**src/rtl/bus_pkg.sv**
```systemverilog
// Shared types and helpers for the RAM bus arbiter: FSM state encoding,
// transaction type constants and a width helper.
package bus_pkg;

    typedef enum logic [1:0] {
        IDLE = 2'd0,
        WR   = 2'd1,
        RD   = 2'd2
    } state_t;

    localparam logic RW_WRITE = 1'b0;
    localparam logic RW_READ  = 1'b1;

    // Bits needed to encode values 0..value-1; never less than one bit.
    function automatic int clog2(input int value);
        int w;
        w = 1;
        for (int k = 1; k < 31; k++) begin
            if ((1 << w) < value) begin
                w = w + 1;
            end
        end
        return w;
    endfunction

endpackage

```
**src/rtl/rr_arbiter.sv**
```systemverilog
// Combinational round-robin picker: first eligible index after i_last,
// wrapping modulo N_MASTERS.
module rr_arbiter
    import bus_pkg::*;
#(
    parameter int N_MASTERS = 2,
    localparam int IDX_W = clog2(N_MASTERS)
) (
    input  logic [N_MASTERS-1:0] i_eligible,
    input  logic [IDX_W-1:0]     i_last,
    output logic [IDX_W-1:0]     o_winner,
    output logic                 o_any_valid
);

    // Scan from the farthest candidate to the nearest so the nearest one
    // after i_last overwrites the others.
    always_comb begin
        o_winner = '0;
        for (int k = N_MASTERS; k >= 1; k--) begin
            if (i_eligible[IDX_W'((int'(i_last) + k) % N_MASTERS)]) begin
                o_winner = IDX_W'((int'(i_last) + k) % N_MASTERS);
            end
        end
    end

    assign o_any_valid = |i_eligible;

endmodule

```
**src/rtl/ram_bus_arbiter.sv**
```systemverilog
// N-master round-robin arbiter in front of a single RAM; serialises write
// (one cycle) and read (RD_LAT cycles) transactions with grant/done handshake.
module ram_bus_arbiter
    import bus_pkg::*;
#(
    parameter int N_MASTERS = 2,
    parameter int ADDR_W    = 9,
    parameter int DATA_W    = 8,
    parameter int RD_LAT    = 1
) (
    input  logic                          clk,
    input  logic                          reset,
    input  logic [N_MASTERS-1:0]          req,
    input  logic [N_MASTERS-1:0]          req_rw,
    input  logic [N_MASTERS*ADDR_W-1:0]   req_addr,
    input  logic [N_MASTERS*DATA_W-1:0]   req_wdata,
    output logic [N_MASTERS-1:0]          grant,
    output logic [N_MASTERS-1:0]          done,
    output logic [N_MASTERS*DATA_W-1:0]   rdata,
    output logic [ADDR_W-1:0]             ram_addr,
    output logic [DATA_W-1:0]             ram_data_in,
    input  logic [DATA_W-1:0]             ram_data_out,
    output logic                          ram_we
);

    localparam int IDX_W = clog2(N_MASTERS);
    localparam int LAT_W = clog2(RD_LAT + 1);

    state_t                        r_state;
    logic [IDX_W-1:0]              r_idx;
    logic [IDX_W-1:0]              r_last;
    logic [LAT_W-1:0]              r_lat_cnt;
    logic [N_MASTERS-1:0]          r_grant;
    logic [N_MASTERS-1:0]          r_done;
    logic [N_MASTERS*DATA_W-1:0]   r_rdata;
    logic [ADDR_W-1:0]             r_ram_addr;
    logic [DATA_W-1:0]             r_ram_data_in;
    logic                          r_ram_we;

    logic [N_MASTERS-1:0]          w_eligible;
    logic [IDX_W-1:0]              w_winner;
    logic                          w_any_valid;

    // A master whose done is high this cycle still holds req; mask it so it
    // is not served a second time.
    assign w_eligible = req & ~r_done;

    rr_arbiter #(
        .N_MASTERS (N_MASTERS)
    ) u_rr_arbiter (
        .i_eligible  (w_eligible),
        .i_last      (r_last),
        .o_winner    (w_winner),
        .o_any_valid (w_any_valid)
    );

    always_ff @(posedge clk or negedge reset) begin
        if (!reset) begin
            r_state       <= IDLE;
            r_idx         <= '0;
            r_last        <= IDX_W'(N_MASTERS - 1);
            r_lat_cnt     <= '0;
            r_grant       <= '0;
            r_done        <= '0;
            r_rdata       <= '0;
            r_ram_addr    <= '0;
            r_ram_data_in <= '0;
            r_ram_we      <= 1'b0;
        end else begin
            r_done <= '0;
            case (r_state)
                IDLE: begin
                    if (w_any_valid) begin
                        r_idx      <= w_winner;
                        r_last     <= w_winner;
                        r_grant    <= N_MASTERS'(1) << w_winner;
                        r_ram_addr <= req_addr[w_winner*ADDR_W +: ADDR_W];
                        if (req_rw[w_winner] == RW_WRITE) begin
                            r_ram_data_in <= req_wdata[w_winner*DATA_W +: DATA_W];
                            r_ram_we      <= 1'b1;
                            r_state       <= WR;
                        end else begin
                            r_ram_we  <= 1'b0;
                            r_lat_cnt <= LAT_W'(1);
                            r_state   <= RD;
                        end
                    end
                end
                WR: begin
                    r_ram_we      <= 1'b0;
                    r_grant       <= '0;
                    r_done[r_idx] <= 1'b1;
                    r_state       <= IDLE;
                end
                RD: begin
                    if (r_lat_cnt == LAT_W'(RD_LAT)) begin
                        r_rdata[r_idx*DATA_W +: DATA_W] <= ram_data_out;
                        r_grant       <= '0;
                        r_done[r_idx] <= 1'b1;
                        r_state       <= IDLE;
                    end else begin
                        r_lat_cnt <= r_lat_cnt + LAT_W'(1);
                    end
                end
                default: begin
                    r_state <= IDLE;
                end
            endcase
        end
    end

    assign grant       = r_grant;
    assign done        = r_done;
    assign rdata       = r_rdata;
    assign ram_addr    = r_ram_addr;
    assign ram_data_in = r_ram_data_in;
    assign ram_we      = r_ram_we;

endmodule

```
**config.mk**
```make
export PLATFORM = sky130hd
export DESIGN_NAME = ram_bus_arbiter
export DESIGN_NICKNAME = d
export VERILOG_FILES = /design/src/rtl/bus_pkg.sv /design/src/rtl/rr_arbiter.sv /design/src/rtl/ram_bus_arbiter.sv
export SDC_FILE = /design/constraint.sdc
export NUM_CORES = 1
export LEC_CHECK = 0
export BUFFER_PORTS_ARGS = -buffer_cell sky130_fd_sc_hd__clkbuf_2
export CAP_MARGIN = 20
export CORE_ASPECT_RATIO = 0.6
export CORE_UTILIZATION = 47
export CTS_CLUSTER_DIAMETER = 150
export DETAILED_ROUTE_END_ITERATION = 8
export MAX_ROUTING_LAYER = met4
export PLACE_DENSITY_LB_ADDON = 0.3
export SYNTH_ARGS = -nofsm -noshare
export SYNTH_HDL_FRONTEND = slang
export SYNTH_SLANG_ARGS = --single-unit
```
**constraint.sdc**
```tcl
create_clock -name clk -period 2 [get_ports clk]
set_input_delay 0.4 -clock clk [delete_from_list [all_inputs] [get_ports clk]]
set_output_delay 0.4 -clock clk [all_outputs]
set_load 0.02 [all_outputs]
```
==> impl_results.md <==
- PD cells: 1723 nW/µm²
- Ant diodes: 0
- CP arrival: 1940 ps
- Area Growth Syn to Fin: 30.48%
- Die Wd: 85.60 µm
- Multi-input gate area: 845.8 µm²
- Post-synthesis async set-or-reset flop share: 100.0%
- Sw Ratio: 40.64%
- Share of layout cells above drive strength 1: 55.14%
- Cells after DPL: 282
- I/O Buffers: 85
- Postcts setup bufs: 0
- Cell Rows: 17
- CTS tree: built
- CTS sink count: 43
- Syn nets: 201
- Die Span Y: 52.16 µm
- Yosys cell types: 28
- Total power: 4.430 mW
- Worst-margin pin slew: 614.7 ps
- Post-route cell area: 2571 µm²
- Final TNS setup: 0 ps
- CTS root buffer: clkbuf_8
- Core area: 3829 µm²
- Ys Warns: 0
- Vias: 1455
- Overflow after GRT: 0
- Period utilization: 87.34%
- Worst Setup End Kind: register
- TritonRoute pass-1 iters: 4
- Clock buffer count from CTS: 5
- FF-to-FF setup slack: 250 ps
- CTS hold repair buffers: 0
- Synth Register Bits: 43
- Worst-path cell chain: nor3b_4 -> buf_4 -> mux2_2 -> mux2_4
- Crit path to: ram_data_in[7]
- Clock buffer depth: 2
- Slowest CP cell: dfrtp_1
- Avg Cell Area, Syn: 13.14 µm²
- Mapped Cells: 150
- Max-slew violation count: 0
- Comb pwr share: 49.2%
- P_leak: 1.301 nW
- Max Clock Freq: 572.5 MHz
- Pin count of the biggest net entering global routing: 26
- Sequential area share after synthesis: 54.67%
- Max incr delay on CP: 420 ps
- Worst Skew: 11.73 ps
- DRC: 0
- Register area: 1077 µm²
- Mapped cell area: 1971 µm²
- Psw: 1.801 mW
- Via-per-instance ratio: 5.017
- Critical path class: reg2reg
- Worst skew pair latency: 310 ps
- Fillers: 307
- Global-route wire length before repair: 6.658 mm
- RSZ-0062 raised after global routing: false
- Final ANT Viol Nets: 0
- R2r endpoint: ram_data_in[7]
- Post_cts resized: 0
- Clock network power share: 15.6%
- Routed wire length: 4.082 mm
- Clock slew at reported path FFs: 90 ps
- Finished Layout Cells: 290
- Final Hold Fails: 0
- Register share of total power: 35.2%
- Min Tclk post-route: 1747 ps
- I/O pin total: 86
- Worst setup SP type: register
- Final setup viols: 0
- Gpl congestion: 0.8613
- Reg-to-Reg Start: done[0]
- Hold_ws: 91.84 ps
- MaxCap Viol Count: 0
- Top fanout value on the critical path: 21
- Pint: 2.630 mW
- Initial Util: 51.47%
- Die Footprint: 4464 µm²
- Initial antenna violation count: 0
- Vias in the first global route: 1414
- Detail Placement HPWL: 3.229 mm
- Slew headroom: 59.02%
- Routed WL per cell: 14.08 µm
- Status: completed
- Most used flip-flop cell after synthesis: dfrtp_1
- Post-synth EDFFs: 0
- H-tree Lvls: 2
- Nets: 293
- Gr usage total: 21.04%
- Critical path origin: done[0]
- Critical path required time: 2190 ps
- Reg2Reg Depth: 4
- Drt initial violations: 32
- Placed cell area: 2456 µm²
- Worst IR Drop VDD: 0.8229 mV
- HP Class: in2async
synthesized netlist by cell type (2+ instances only):
library cell	instances	share of area, %
ha_1	3	1.9
inv_1	5	0.95
o21ai_0	5	1.3
mux2i_1	10	5.1
mux2_2	24	14
nor2_1	4	0.76
o21ai_1	9	2.3
nor2b_1	2	0.63
buf_2	2	0.51
a21oi_1	3	0.76
a32o_1	2	1.0
mux2_4	9	6.9
nand2b_1	2	0.63
nand2_1	15	2.9
dfrtp_1	42	53
worst min path at each step:
stage | from | to | slack, ps | cells past startpoint
after floorplan | reset | done[0] | 100 | 0
after global placement | reset | ram_data_in[6] | 440 | 1
after detailed placement | reset | ram_data_in[6] | 440 | 1
after CTS | reset | ram_addr[0] | 110 | 1
after global routing | reset | ram_addr[0] | 120 | 1
final | reset | ram_addr[0] | 90 | 1
layout make-up:
cell class                      count  area share (%)
Sequential cell                    43           41.90
Multi-Input combinational cell     98           32.90
Timing Repair Buffer               89           17.71
Clock buffer                        5           2.676
Tap cell                           47           2.287
Clock inverter                      3           1.800
Inverter                            5          0.7299
critical path, delay by kind of cell (launching register included):
| kind | cells | cell delay [ps] |
|---|---|---|
| mux | 2 | 640 |
| flops | 1 | 420 |
| buf+inv | 1 | 330 |
| simple gates | 1 | 240 |
metal layers:
| layer | routed length, µm | up-vias | track usage [%] |
|---|---|---|---|
| met2 | 1860 | 37 | 30.93 |
| met4 | 72 | 0 | 9.167 |
| met1 | 1970 | 697 | 27.99 |
| li1 | - | 713 | - |
| met3 | 179 | 8 | 5.238 |
| met5 | 0 | - | - |
placed cells by master (no fill, tap or decap):
master	count
a21oi_1	3
a22o_1	1
a2bb2oi_1	1
a31oi_1	1
a32o_1	2
and2_1	1
and4b_1	1
buf_4	4
bufinv_16	1
clkbuf_2	85
clkbuf_8	5
clkinvlp_4	1
dfrtp_1	42
dfstp_2	1
ha_1	3
inv_1	5
inv_6	1
mux2_2	24
mux2_4	9
mux2i_1	10
nand2_1	15
nand2b_1	2
nor2_1	4
nor2_8	1
nor2b_1	2
nor3b_4	1
o21ai_0	5
o21ai_1	9
o21ai_2	1
o31ai_1	1
or3_1	1
state kept, by name (all words and copies together), names as in the netlist:
register     flops
ram_data_in      8
ram_addr         9
done             2
r_state          2
rdata           16
r_idx            1
grant            2
r_lat_cnt        1
ram_we           1
r_last           1
kinds of logic (layout without fill, tap and decap cells):
family	count (synthesis)	count (layout)	synth area share, %
AND/OR/NAND/NOR	28	28	8.000
flip-flops	43	43	54.67
buffers and inverters	9	102	2.413
adder cells (fa/ha/maj)	3	3	1.905
AO/OA/AOI/OAI	24	24	7.365
multiplexers	43	43	25.65
metrics by stage:
step | setup slack, ps | util, %
2_1_floorplan | 276.9 | -
3_3_place_gp | 245.3 | 64.15
3_5_place_dp | 195.3 | 64.15
4_1_cts | 246.0 | 67.16
5_1_grt | 130.3 | 67.16
6_report | 253.2 | 67.16
power by group through the flow:
stage / Sequential, mW / Clock (mW) / Combinational (mW)
2_1_floorplan: 2.00 / 0 / 1.10
3_5_place_dp: 1.56 / 0 / 2.22
5_1_grt: 1.61 / 0.758 / 2.35
4_1_cts: 1.56 / 0.702 / 2.21
3_3_place_gp: 1.56 / 0 / 2.16
6_report: 1.56 / 0.692 / 2.18
Note: power is estimated with default switching activity, not from simulation.
